<file path="src/rtl/score_pkg.sv">
// Shared constants and types for the Pong scoring block.
// Optional feature macro used by score_logic: SCORE_LOGIC_RALLY_EN.
package score_pkg;

  localparam int SCORE_W_DEF   = 4;
  localparam int WIN_SCORE_DEF = 10;
  localparam int RALLY_W       = 8;

  typedef logic [SCORE_W_DEF-1:0] score_t;

endpackage

</file>
<file path="src/rtl/rise_detect.sv">
// One-bit registered rising-edge detector. The input is sampled every
// cycle; rise is high while the input is 1 and the previous sample was 0,
// so the event is acted on by the clock edge that first samples it high.
module rise_detect (
  input  logic clk,
  input  logic reset,
  input  logic din,
  output logic rise
);

  logic prev_q;

  // Remember the previous sample of the input.
  always_ff @(posedge clk or posedge reset) begin
    if (reset) prev_q <= 1'b0;
    else       prev_q <= din;
  end

  assign rise = din & ~prev_q;

endmodule

</file>
<file path="src/rtl/score_logic.sv">
// Point-scoring and match-end controller for Pong.
// A miss on one side scores a point for the other side. Scores saturate at
// WIN_SCORE, game_over is sticky until reset, and all events are ignored
// once the match is over. Simultaneous misses are treated as invalid.
// Optional feature macro: SCORE_LOGIC_RALLY_EN adds rally_count and
// longest_rally outputs driven by the paddle-hit events.
// WIN_SCORE must fit in SCORE_W bits.
module score_logic
  import score_pkg::*;
#(
  parameter int SCORE_W   = SCORE_W_DEF,
  parameter int WIN_SCORE = WIN_SCORE_DEF
) (
  input  logic               clk,
  input  logic               reset,
  input  logic               hit_left,
  input  logic               hit_right,
  input  logic               miss_left,
  input  logic               miss_right,
  output logic [SCORE_W-1:0] score_left,
  output logic [SCORE_W-1:0] score_right,
  output logic               game_over
`ifdef SCORE_LOGIC_RALLY_EN
  ,
  output logic [RALLY_W-1:0] rally_count,
  output logic [RALLY_W-1:0] longest_rally
`endif
);

  localparam logic [SCORE_W-1:0] WIN = SCORE_W'(WIN_SCORE);

  logic hit_left_rise;
  logic hit_right_rise;
  logic miss_left_rise;
  logic miss_right_rise;

  logic [SCORE_W-1:0] score_left_d;
  logic [SCORE_W-1:0] score_right_d;
  logic               game_over_d;
  logic               point_scored;

  rise_detect u_hit_left (
    .clk   (clk),
    .reset (reset),
    .din   (hit_left),
    .rise  (hit_left_rise)
  );

  rise_detect u_hit_right (
    .clk   (clk),
    .reset (reset),
    .din   (hit_right),
    .rise  (hit_right_rise)
  );

  rise_detect u_miss_left (
    .clk   (clk),
    .reset (reset),
    .din   (miss_left),
    .rise  (miss_left_rise)
  );

  rise_detect u_miss_right (
    .clk   (clk),
    .reset (reset),
    .din   (miss_right),
    .rise  (miss_right_rise)
  );

  // Next-state scoring: one valid miss scores for the opposite side,
  // saturating at WIN; game_over latches when either score reaches WIN.
  always_comb begin
    score_left_d  = score_left;
    score_right_d = score_right;
    game_over_d   = game_over;
    point_scored  = 1'b0;
    if (!game_over) begin
      if (miss_left_rise && !miss_right_rise && (score_right != WIN)) begin
        score_right_d = score_right + SCORE_W'(1);
        point_scored  = 1'b1;
      end
      if (miss_right_rise && !miss_left_rise && (score_left != WIN)) begin
        score_left_d = score_left + SCORE_W'(1);
        point_scored = 1'b1;
      end
      game_over_d = (score_left_d == WIN) || (score_right_d == WIN);
    end
  end

  // Score and match-end registers.
  always_ff @(posedge clk or posedge reset) begin
    if (reset) begin
      score_left  <= '0;
      score_right <= '0;
      game_over   <= 1'b0;
    end else begin
      score_left  <= score_left_d;
      score_right <= score_right_d;
      game_over   <= game_over_d;
    end
  end

`ifdef SCORE_LOGIC_RALLY_EN
  localparam logic [RALLY_W-1:0] RALLY_MAX = '1;

  logic [RALLY_W-1:0] rally_count_d;
  logic [RALLY_W-1:0] longest_rally_d;

  // Rally tracking: count hit edges (saturating), fold the rally into the
  // record and restart it whenever a point is scored; frozen after game over.
  always_comb begin
    rally_count_d   = rally_count;
    longest_rally_d = longest_rally;
    if (!game_over) begin
      if (point_scored) begin
        rally_count_d = '0;
        if (rally_count > longest_rally) longest_rally_d = rally_count;
      end else if ((hit_left_rise || hit_right_rise) && (rally_count != RALLY_MAX)) begin
        rally_count_d = rally_count + RALLY_W'(1);
      end
    end
  end

  // Rally registers.
  always_ff @(posedge clk or posedge reset) begin
    if (reset) begin
      rally_count   <= '0;
      longest_rally <= '0;
    end else begin
      rally_count   <= rally_count_d;
      longest_rally <= longest_rally_d;
    end
  end
`else
  // Hit edges have no consumer without the rally feature.
  logic unused_hits;
  assign unused_hits = hit_left_rise ^ hit_right_rise ^ point_scored;
`endif

endmodule

</file>
<file path="config.mk">
export PLATFORM = sky130hd
export DESIGN_NAME = score_logic
export DESIGN_NICKNAME = d
export VERILOG_FILES = /design/src/rtl/score_pkg.sv /design/src/rtl/rise_detect.sv /design/src/rtl/score_logic.sv
export SDC_FILE = /design/constraint.sdc
export NUM_CORES = 1
export LEC_CHECK = 0
export BUFFER_PORTS_ARGS = -buffer_cell sky130_fd_sc_hd__buf_2
export CORE_AREA = 10 10 47 49
export DETAILED_ROUTE_END_ITERATION = 7
export DIE_AREA = 0 0 57 59
export GPL_ROUTABILITY_DRIVEN = 0
export PLACE_DENSITY = 0.82
export SLEW_MARGIN = 20
export SYNTH_ARGS = -nofsm -noshare
export SYNTH_HDL_FRONTEND = slang
export SYNTH_SLANG_ARGS = --single-unit
</file>
<file path="constraint.sdc">
create_clock -name clk -period 3.7 [get_ports clk]
set_input_delay 0 -clock clk [delete_from_list [all_inputs] [get_ports clk]]
set_output_delay 0 -clock clk [all_outputs]
set_load 0.05 [all_outputs]
</file>
==> results of run 1 <==
-- kinds of logic (layout without fill, tap and decap cells) --
family          Yosys count  count (layout)  synth area share
buf+inv                   7              23            0.0542
compound gates           13              13             0.125
xor+xnor                  7               7            0.0916
simple gates             23              23             0.211
fa+ha+maj                 4               4            0.0748
mux                       2               2            0.0318
flops                    11              11             0.411
-- layout make-up --
class | count | area [sq um] | share of cell area
Timing Repair Buffer | 15 | 90.1 | 0.115
Clock buffer | 4 | 26.3 | 0.0335
Tap cell | 16 | 20.0 | 0.0255
Sequential cell | 11 | 275 | 0.351
Multi-Input combinational cell | 49 | 358 | 0.456
Inverter | 4 | 15.0 | 0.0191
-- synth_stat cells (2+ instances only) --
master	count	area [sq um]
sky130_fd_sc_hd__xnor2_1	3	26.3
sky130_fd_sc_hd__buf_2	2	10.0
sky130_fd_sc_hd__nor3_1	2	10.0
sky130_fd_sc_hd__o22ai_1	2	12.5
sky130_fd_sc_hd__a31oi_1	2	12.5
sky130_fd_sc_hd__nor2_1	3	11.3
sky130_fd_sc_hd__nor3b_1	2	15.0
sky130_fd_sc_hd__nand2b_1	2	12.5
sky130_fd_sc_hd__xor2_1	4	35.0
sky130_fd_sc_hd__a211oi_1	2	15.0
sky130_fd_sc_hd__a21oi_1	4	20.0
sky130_fd_sc_hd__ha_1	4	50.1
sky130_fd_sc_hd__nand2_1	4	15.0
sky130_fd_sc_hd__inv_1	4	15.0
sky130_fd_sc_hd__nand3_1	2	10.0
sky130_fd_sc_hd__dfrtp_1	11	275
-- where the power goes --
part           internal [uW]  leakage (uW)  total, uW  switching [uW]
clock network           41.7     0.0000150       80.3            38.6
logic                    140      0.000215        430             290
registers                168      0.000128        253            84.8
-- repair_timing --
item	CTS	global route
hold buffers	3	0
endpoints found under the hold margin	13	0
setup buffers	0	0
-- state kept, by name, indices dropped and copies added, names as in the netlist --
name                 cells
score_left               4
score_right              4
game_over                1
u_miss_left.prev_q       1
u_miss_right.prev_q      1
-- cells in the final DEF, fill, tap and decap left out, drive strengths merged, types with 3 or more instances in the layout --
cell type and instances:
buf 12, nand2 4, clkbuf 4, dfrtp 11, xor2 4, nor2 3
inv 4, dlygate4sd3 3, a21oi 4, xnor2 3, ha 4
-- stage by stage --
stage,std cells,total power [uW]
floorplan,67,583
finish,99,763
global route,99,825
detailed placement,92,681
global placement,92,668
CTS,99,771
-- worst max-delay path: stages, from the launching register on --
cell and delay, ns:
sky130_fd_sc_hd__dfrtp_1 0.42, sky130_fd_sc_hd__inv_1 0.11, sky130_fd_sc_hd__ha_1 0.33, sky130_fd_sc_hd__or4_1 0.51
sky130_fd_sc_hd__o22ai_1 0.17, sky130_fd_sc_hd__a221o_1 0.16
-- metal layers --
| metal | routed length, um | vias to the layer above |
|---|---|---|
| met5 | 0 | - |
| met4 | 18 | 0 |
| met3 | 103 | 4 |
| met2 | 633 | 17 |
| met1 | 607 | 252 |
| li1 | - | 274 |
-- path summary, 6_finish.rpt --
| path | slack (ns) | cells past startpoint | from | end |
|---|---|---|---|---|
| max | 1.95 | 5 | score_left[0]$_DFFE_PP0N_ | game_over$_DFF_PP0_ |
| min | 0.25 | 3 | reset | score_left[0]$_DFFE_PP0N_ |
| max reg2reg | 1.95 | 5 | score_left[0]$_DFFE_PP0N_ | game_over$_DFF_PP0_ |
| min reg2reg | 0.58 | 1 | score_right[3]$_DFFE_PP0N_ | score_right[3]$_DFFE_PP0N_ |
| max in group asynchronous | 3.16 | 3 | reset | score_left[1]$_DFFE_PP0N_ |
| min in group clk | 0.40 | 2 | miss_right | u_miss_right.prev_q$_DFF_PP0_ |
==> impl_metrics.env, run 1 <==
export IMPL_final_setup_tns_ns=0
export IMPL_flops_latches_synth=11
export IMPL_stdcell_area_sq_um=785
export IMPL_io_buffer_count=12
export IMPL_tritoncts="built"
export IMPL_clk_pin_slew_ns=0.07
export IMPL_cts_num_sinks=11
export IMPL_cts_made_buffers=3
export IMPL_avgRoutedWirePerCell_um=13.8
export IMPL_firstDrtPassIters=4
export IMPL_routed_wl_um=1360
export IMPL_synth_area_per_cell_sq_um=9.99
export IMPL_setup_repair_after_global_routing_missed_its_margin="no"
export IMPL_grt_max_degree=12
export IMPL_dr_first_iter_drc_count=14
export IMPL_critPathArrivalTime_ns=1.96
export IMPL_layout_area_overhead_vs_synth_pct=17.2
export IMPL_timing_hold_worst_class="in -> async"
export IMPL_clock_buffer_depth=2
export IMPL_post_synth_num_cell_types=30
export IMPL_synth_enable_flop_cells=0
export IMPL_netlist_instances=67
export IMPL_final_period_utilization=0.474
export IMPL_chipHeight_um=59
export IMPL_met3_usage=0.0451
export IMPL_antennaDiodeCount=0
export IMPL_worst_ep_required_time_ns=3.91
export IMPL_yosysSeqAreaShare=0.411
export IMPL_final_nets=94
export IMPL_setup_worst_path_end_class="flop"
export IMPL_drive_above_1_share=0.217
export IMPL_timing_critical_path_fanout_max=5
export IMPL_insertion_delay_ns=0.27
export IMPL_worstSetupPathType="reg -> reg"
export IMPL_min_period_ns=1.75
export IMPL_util_after_layout=0.560
export IMPL_use_met2=0.138
export IMPL_globalRoute_busiestLayer="met2"
export IMPL_placed_cell_area_sq_um=728
export IMPL_leakagePower_uw=0.000358
export IMPL_mappedNetlistArea_sq_um=669
export IMPL_async_flop_share=1.00
export IMPL_row_count=14
export IMPL_drt_drc_violations_left=0
export IMPL_grt_pass1_wl_um=2360
export IMPL_crit_path_start_kind="flop"
export IMPL_synth_nets=77
export IMPL_cts_repair_resize_count=0
export IMPL_postRouteAntennaNets=0
export IMPL_timing_slew_headroom=0.692
export IMPL_cts_max_level=1
export IMPL_power_density_cell_area_nw_per_um2=972
export IMPL_fillerInstances=131
export IMPL_max_cap_violations=0
export IMPL_die_area_sq_um=3360
export IMPL_gr_usage_all_layers=0.0872
export IMPL_skew_ns=0.00227
export IMPL_achievable_frequency_mhz=570
export IMPL_worst_slack_ns=1.95
export IMPL_timing_worst_slew_pin_value_ns=0.459
export IMPL_hold_slack_ns=0.252
export IMPL_first_global_vias=532
export IMPL_setup_failing_eps_final=0
export IMPL_viasPerCell=5.53
export IMPL_max_slew_violation_count=0
export IMPL_dpl_hpwl_um=1010
export IMPL_antenna_found_initial=0
export IMPL_timing_final_hold_violations=0
export IMPL_grt_ovfl_total=0
export IMPL_design_core_area_sq_um=1400
export IMPL_grt_use_met1=0.0912
export IMPL_outcome="complete, no violations"
export IMPL_synth_flop_cell="sky130_fd_sc_hd__dfrtp_1"
export IMPL_die_width_um=57
export IMPL_num_io_pins=15
export IMPL_route_vias_total=547
export IMPL_ys_warn_count=0
export IMPL_cts_root_buf="sky130_fd_sc_hd__clkbuf_4"
export IMPL_irDropWorstVdd_v=0.000434
export IMPL_floorplan_initialDensity=0.478
export IMPL_dpl_worst_slack_ns=1.97
Power figures use the tool's default switching activity.
==> run 2, diff against run 1 <==
Settings changed: ABC_AREA set to 1, CORE_AREA 10 10 47 49 to not set, CORE_MARGIN set to 10, CORE_UTILIZATION set to 46, DIE_AREA 0 0 57 59 to not set, PLACE_DENSITY 0.82 to 0.79.
Clock period 3.7 ns to 1.45 ns, I/O delays scaled along.
==> impl_metrics.env, run 2 <==
export IMPL_cts_root_buf="sky130_fd_sc_hd__clkbuf_4"
export IMPL_first_global_vias=618
export IMPL_power_net_switching_uw=144
export IMPL_grt_pass1_wl_um=2480
export IMPL_power_share_clock=0.368
export IMPL_synth_flop_cell="sky130_fd_sc_hd__dfrtp_1"
export IMPL_timing_critical_path_fanout_max=4
export IMPL_largestRegisters="score_left (4), score_right (4)"
export IMPL_die_width_um=59.2
export IMPL_mappedNetlistArea_sq_um=708
export IMPL_max_slew_violation_count=0
export IMPL_synth_area_per_cell_sq_um=7.87
export IMPL_dr_first_iter_drc_count=17
export IMPL_drt_drc_violations_left=0
export IMPL_cts_made_buffers=3
export IMPL_leakagePower_uw=0.000481
export IMPL_final_nets=126
export IMPL_tritoncts="built"
export IMPL_util_after_layout=0.629
export IMPL_design_core_area_sq_um=1490
export IMPL_post_synth_num_cell_types=19
export IMPL_avgRoutedWirePerCell_um=12.6
export IMPL_design_power_total_uw=581
export IMPL_crit_path_start_kind="flop"
export IMPL_placed_cell_area_sq_um=801
export IMPL_postRouteAntennaNets=0
export IMPL_stdcell_area_sq_um=936
export IMPL_outcome="complete, no violations"
export IMPL_grt_max_degree=14
export IMPL_share_seq_of_total_power=0.536
export IMPL_skew_ns=0.00402
export IMPL_setup_failing_eps_final=0
export IMPL_achievable_frequency_mhz=707
export IMPL_dpl_hpwl_um=1150
export IMPL_row_count=14
export IMPL_setup_worst_path_end_class="flop"
export IMPL_yosysMostFrequentCell="sky130_fd_sc_hd__nand2_1"
export IMPL_comb_pwr_share=0.097
export IMPL_synth_enable_flop_cells=0
export IMPL_irDropWorstVdd_v=0.000364
export IMPL_gr_usage_all_layers=0.0887
export IMPL_timing_slew_headroom=0.696
export IMPL_routed_wl_um=1650
export IMPL_clock_buffer_depth=2
export IMPL_netlist_area_leader_share=0.389
export IMPL_floorplan_initialDensity=0.476
export IMPL_timing_hold_worst_class="in -> async"
export IMPL_timing_final_hold_violations=0
export IMPL_layout_area_overhead_vs_synth_pct=32.2
export IMPL_route_vias_total=667
export IMPL_final_period_utilization=0.975
export IMPL_antennaDiodeCount=0
export IMPL_netlist_instances=90
export IMPL_placed_cells=118
export IMPL_async_flop_share=1.00
export IMPL_yosysSeqAreaShare=0.389
export IMPL_max_cap_violations=0
export IMPL_chipHeight_um=59.2
export IMPL_drive_above_1_share=0.339
export IMPL_cts_num_sinks=11
export IMPL_flops_latches_synth=11
export IMPL_layout_cells_most_common_list="24 x sky130_fd_sc_hd__nand2_1, 13 x sky130_fd_sc_hd__inv_1, 12 x sky130_fd_sc_hd__buf_2, 7 x sky130_fd_sc_hd__nor2_1, 7 x sky130_fd_sc_hd__buf_4"
export IMPL_layout_cells_non_filler=131
export IMPL_netSwitchingFraction=0.247
export IMPL_grt_ovfl_total=0
export IMPL_clk_pin_slew_ns=0.07
export IMPL_power_density_cell_area_nw_per_um2=621
export IMPL_timing_worst_slew_pin_value_ns=0.455
export IMPL_worstSetupPathType="reg -> reg"
export IMPL_num_io_pins=15
export IMPL_ys_warn_count=0
export IMPL_critPathArrivalTime_ns=1.63
export IMPL_synth_top_cell_by_area="sky130_fd_sc_hd__dfrtp_1"
export IMPL_worst_ep_required_time_ns=1.66
export IMPL_die_area_sq_um=3510
export IMPL_io_buffer_count=12
export IMPL_cts_max_level=1
export IMPL_synth_common_cells="24 x sky130_fd_sc_hd__nand2_1, 15 x sky130_fd_sc_hd__inv_1, 11 x sky130_fd_sc_hd__dfrtp_1, 7 x sky130_fd_sc_hd__nor2_1"
export IMPL_final_setup_tns_ns=0
export IMPL_layout_cells_most_common="sky130_fd_sc_hd__nand2_1"
export IMPL_antenna_found_initial=0
export IMPL_insertion_delay_ns=0.27
export IMPL_min_period_ns=1.41
export IMPL_viasPerCell=5.09
export IMPL_p_int_uw=437
export IMPL_synth_nets=100
export IMPL_synth_area_top_cells="sky130_fd_sc_hd__dfrtp_1 39%, sky130_fd_sc_hd__nand2_1 13%, sky130_fd_sc_hd__inv_1 8.0%"
export IMPL_firstDrtPassIters=4
## run 2: cell types whose count changed in the layout (fill, tap and decap cells not counted), moves of 3 or more
cell                      delta
sky130_fd_sc_hd__buf_4       +7
sky130_fd_sc_hd__nand4_1     +3
sky130_fd_sc_hd__nand2_1    +20
sky130_fd_sc_hd__nand3_4     +3
sky130_fd_sc_hd__inv_1       +9
sky130_fd_sc_hd__dfrtp_1     -5
sky130_fd_sc_hd__a21oi_1     -4
sky130_fd_sc_hd__dfrtp_2     +5
sky130_fd_sc_hd__nor2_1      +4
sky130_fd_sc_hd__o21ai_0     +4
sky130_fd_sc_hd__xor2_1      -3
## run 2: path summary, 6_finish.rpt
path / cells past startpoint / end / from / slack [ns]
min reg2reg: 1 / score_right[1]$_DFFE_PP0N_ / game_over$_DFF_PP0_ / 0.55
max in group asynchronous: 3 / score_left[1]$_DFFE_PP0N_ / reset / 0.84
min in group clk: 2 / u_miss_left.prev_q$_DFF_PP0_ / miss_left / 0.40
max: 8 / game_over$_DFF_PP0_ / score_right[1]$_DFFE_PP0N_ / 0.04
min: 3 / score_right[3]$_DFFE_PP0N_ / reset / 0.27
max reg2reg: 8 / game_over$_DFF_PP0_ / score_right[1]$_DFFE_PP0N_ / 0.04
## run 2: cell families (layout without fill, tap and decap cells)
logic type,after synthesis,in the layout,synth area share
fa+ha+maj,4,4,0.0707
buf+inv,16,41,0.0848
xor+xnor,4,4,0.0495
compound gates,10,10,0.0777
flops,11,11,0.389
simple gates,45,45,0.329
## run 2: timing repair
action | 4_1_cts | 5_1_grt
hold buffers | 3 | 0
setup buffers | 0 | 6
gates resized for setup | 0 | 5
setup endpoints to repair | 0 | 2
endpoints found under the hold margin | 13 | 0
## run 2: power groups by stage
stage / registers, uW / logic [uW] / clock network (uW)
4_1_cts: 311 / 53.8 / 215
5_1_grt: 312 / 62.9 / 227
2_1_floorplan: 317 / 35.2 / 0
3_5_place_dp: 318 / 47.6 / 0
3_3_place_gp: 317 / 45.6 / 0
6_report: 311 / 56.2 / 214
## run 2: layer usage
metal / routed length [um] / track usage / part of all wire / up-vias
li1: - / - / - / 334
met4: 10 / 0.0393 / 0.0061 / 0
met1: 722 / 0.0956 / 0.44 / 310
met3: 107 / 0.0365 / 0.065 / 2
met2: 810 / 0.147 / 0.49 / 21
met5: 0 / 0 / 0 / -
## run 2: metrics by stage
step | hold slack (ns) | setup WS [ns]
finish | 0.273 | 0.0360
global route | 0.317 | -0.0329
CTS | 0.286 | 0.0479
detailed placement | 0.0223 | 0.0580
global placement | 0.0161 | 0.107
floorplan | -0.148 | 0.000331
## run 2: worst max-delay path: stages (launching register included)
cell and delay, ns:
sky130_fd_sc_hd__dfrtp_2 0.45, sky130_fd_sc_hd__buf_4 0.15, sky130_fd_sc_hd__ha_1 0.18, sky130_fd_sc_hd__xor2_1 0.15
sky130_fd_sc_hd__nand3_1 0.06, sky130_fd_sc_hd__nand2_1 0.09, sky130_fd_sc_hd__a21oi_2 0.12, sky130_fd_sc_hd__nand2_1 0.08
sky130_fd_sc_hd__nand2_1 0.07
## run 2: layout make-up
type / count / area [sq um]
repair buffers: 22 / 143
inverters: 15 / 56.3
clock buffers: 4 / 26.3
fillers: 140 / 553
flip-flops and latches: 11 / 282
multi-input cells: 63 / 409
well taps: 16 / 20.0
==> run 3, diff against run 2 <==
Settings changed: CORE_AREA set to 10 10 47 49, CORE_MARGIN 10 to not set, CORE_UTILIZATION 46 to not set, DIE_AREA set to 0 0 57 59, GPL_TIMING_DRIVEN set to 0, PLACE_DENSITY 0.79 to 0.85.
Clock period 1.45 ns to 1.8 ns, I/O delays scaled along.
==> impl_metrics.env, run 3 (synthesis results as in run 2) <==
export IMPL_timing_slew_headroom=0.716
export IMPL_design_core_area_sq_um=1400
export IMPL_worstSetupPathType="reg -> reg"
export IMPL_first_global_vias=642
export IMPL_viasPerCell=5.11
export IMPL_antenna_found_initial=0
export IMPL_postRouteAntennaNets=0
export IMPL_achievable_frequency_mhz=668
export IMPL_max_cap_violations=0
export IMPL_worst_ep_required_time_ns=1.95
export IMPL_cts_max_level=1
export IMPL_drive_above_1_share=0.193
export IMPL_hold_slack_ns=0.272
export IMPL_dr_first_iter_drc_count=2
export IMPL_chipHeight_um=59
export IMPL_avgRoutedWirePerCell_um=12.0
export IMPL_placed_cells=118
export IMPL_timing_worst_slew_pin_value_ns=0.426
export IMPL_layout_cells_most_common="sky130_fd_sc_hd__nand2_1"
export IMPL_dpl_hpwl_um=1200
export IMPL_post_cts_repair_setup_buffers=0
export IMPL_cts_repair_resize_count=0
export IMPL_cts_made_buffers=3
export IMPL_final_nets=120
export IMPL_crit_path_start_kind="flop"
export IMPL_timing_hold_worst_class="in -> async"
export IMPL_num_io_pins=15
export IMPL_layout_area_overhead_vs_synth_pct=19.3
export IMPL_outcome="complete, no violations"
export IMPL_insertion_delay_ns=0.26
export IMPL_final_period_utilization=0.832
export IMPL_final_setup_tns_ns=0
export IMPL_floorplan_initialDensity=0.505
export IMPL_firstDrtPassIters=3
export IMPL_die_width_um=57
export IMPL_cts_root_buf="sky130_fd_sc_hd__clkbuf_4"
export IMPL_grt_ovfl_total=0
export IMPL_buffers_and_inverters_on_the_worst_path=2
export IMPL_irDropWorstVdd_v=0.000397
export IMPL_antennaDiodeCount=0
export IMPL_largestRegisters="score_left (4), score_right (4)"
export IMPL_layout_cells_most_common_list="24 x sky130_fd_sc_hd__nand2_1, 15 x sky130_fd_sc_hd__inv_1, 12 x sky130_fd_sc_hd__buf_2, 11 x sky130_fd_sc_hd__dfrtp_1, 7 x sky130_fd_sc_hd__nor2_1"
export IMPL_leakagePower_uw=0.000453
export IMPL_crit_path_max_delay_family="simple AND/OR/NAND/NOR gates"
export IMPL_timing_final_hold_violations=0
export IMPL_timing_critical_path_fanout_max=6
export IMPL_clock_buffer_depth=2
export IMPL_row_count=14
export IMPL_power_density_cell_area_nw_per_um2=542
export IMPL_util_after_layout=0.603
export IMPL_timing_critical_path_slowest_cell_delay_ns=0.40
export IMPL_grt_pass1_wl_um=2590
export IMPL_clk_pin_slew_ns=0.07
export IMPL_io_buffer_count=12
export IMPL_max_slew_violation_count=0
export IMPL_worst_path_max_delay_cell="sky130_fd_sc_hd__dfrtp_1"
export IMPL_worst_slack_ns=0.303
export IMPL_routed_wl_um=1500
export IMPL_drt_drc_violations_left=0
export IMPL_grt_max_degree=12
export IMPL_route_vias_total=639
export IMPL_cts_num_sinks=11
export IMPL_gr_usage_all_layers=0.0937
export IMPL_tritoncts="built"
export IMPL_setup_worst_path_end_class="flop"
export IMPL_cpMostUsedCell="sky130_fd_sc_hd__nand2_1"
export IMPL_layout_cells_non_filler=125
export IMPL_sequence_of_cells_on_the_critical_path="inv_1, ha_1, nand3_2, nand3_4, nand2_1, inv_1, nor2_1, nor2_1, nand2_1, nand2_1"
export IMPL_setup_repair_after_global_routing_missed_its_margin="no"
export IMPL_skew_ns=0.00371
export IMPL_die_area_sq_um=3360
export IMPL_critPathArrivalTime_ns=1.65
export IMPL_setup_failing_eps_final=0
export IMPL_min_period_ns=1.50
export IMPL_dpl_worst_slack_ns=0.331
run 3: repair_timing:
| action | in CTS | in global routing |
|---|---|---|
| endpoints found under the setup margin | 0 | 0 |
| hold buffers | 3 | 0 |
| endpoints found under the hold margin | 13 | 0 |
run 3: layer usage:
metal	vias up	GRT usage	routed length, um	share of wire
li1	324	-	-	-
met5	-	0	0	0
met2	9	0.163	789	0.52
met3	2	0.0322	60	0.040
met1	304	0.0985	646	0.43
met4	0	0.0470	8	0.0053
run 3: through the flow:
step / total power, uW / cell area, sq um
floorplan: 284 / 708
global placement: 292 / 788
detailed placement: 294 / 788
CTS: 464 / 845
global route: 480 / 845
finish: 457 / 845
run 3: final cells by class:
class                   instances  area [sq um]
plain buffers                   1          3.75
clock buffers                   4          26.3
fillers                       131           557
inverters                      15          56.3
multi-input cells              63           373
flip-flops and latches         11           275
well taps                      16          20.0
repair buffers                 15          90.1
run 3: path summary, 6_finish.rpt:
path | endpoint | cells past startpoint | startpoint | slack (ns)
worst max-delay path | game_over$_DFF_PP0_ | 10 | score_right[0]$_DFFE_PP0N_ | 0.30
worst min-delay path | score_left[0]$_DFFE_PP0N_ | 3 | reset | 0.27
worst max register to register | game_over$_DFF_PP0_ | 10 | score_right[0]$_DFFE_PP0N_ | 0.30
worst min register to register | score_left[0]$_DFFE_PP0N_ | 1 | game_over$_DFF_PP0_ | 0.56
max in group asynchronous | score_right[0]$_DFFE_PP0N_ | 3 | reset | 1.23
min in group clk | u_miss_left.prev_q$_DFF_PP0_ | 2 | miss_left | 0.40
run 3: power breakdown:
part / internal [uW] / switching [uW]
registers: 249 / 1.73
clock network: 85.6 / 77.8
logic: 16.6 / 26.4
run 3: tightest hold or removal path, cell delays in order:
cell	delay [ns]
sky130_fd_sc_hd__dlygate4sd3_1	0.53
sky130_fd_sc_hd__buf_2	0.12
sky130_fd_sc_hd__inv_1	0.31
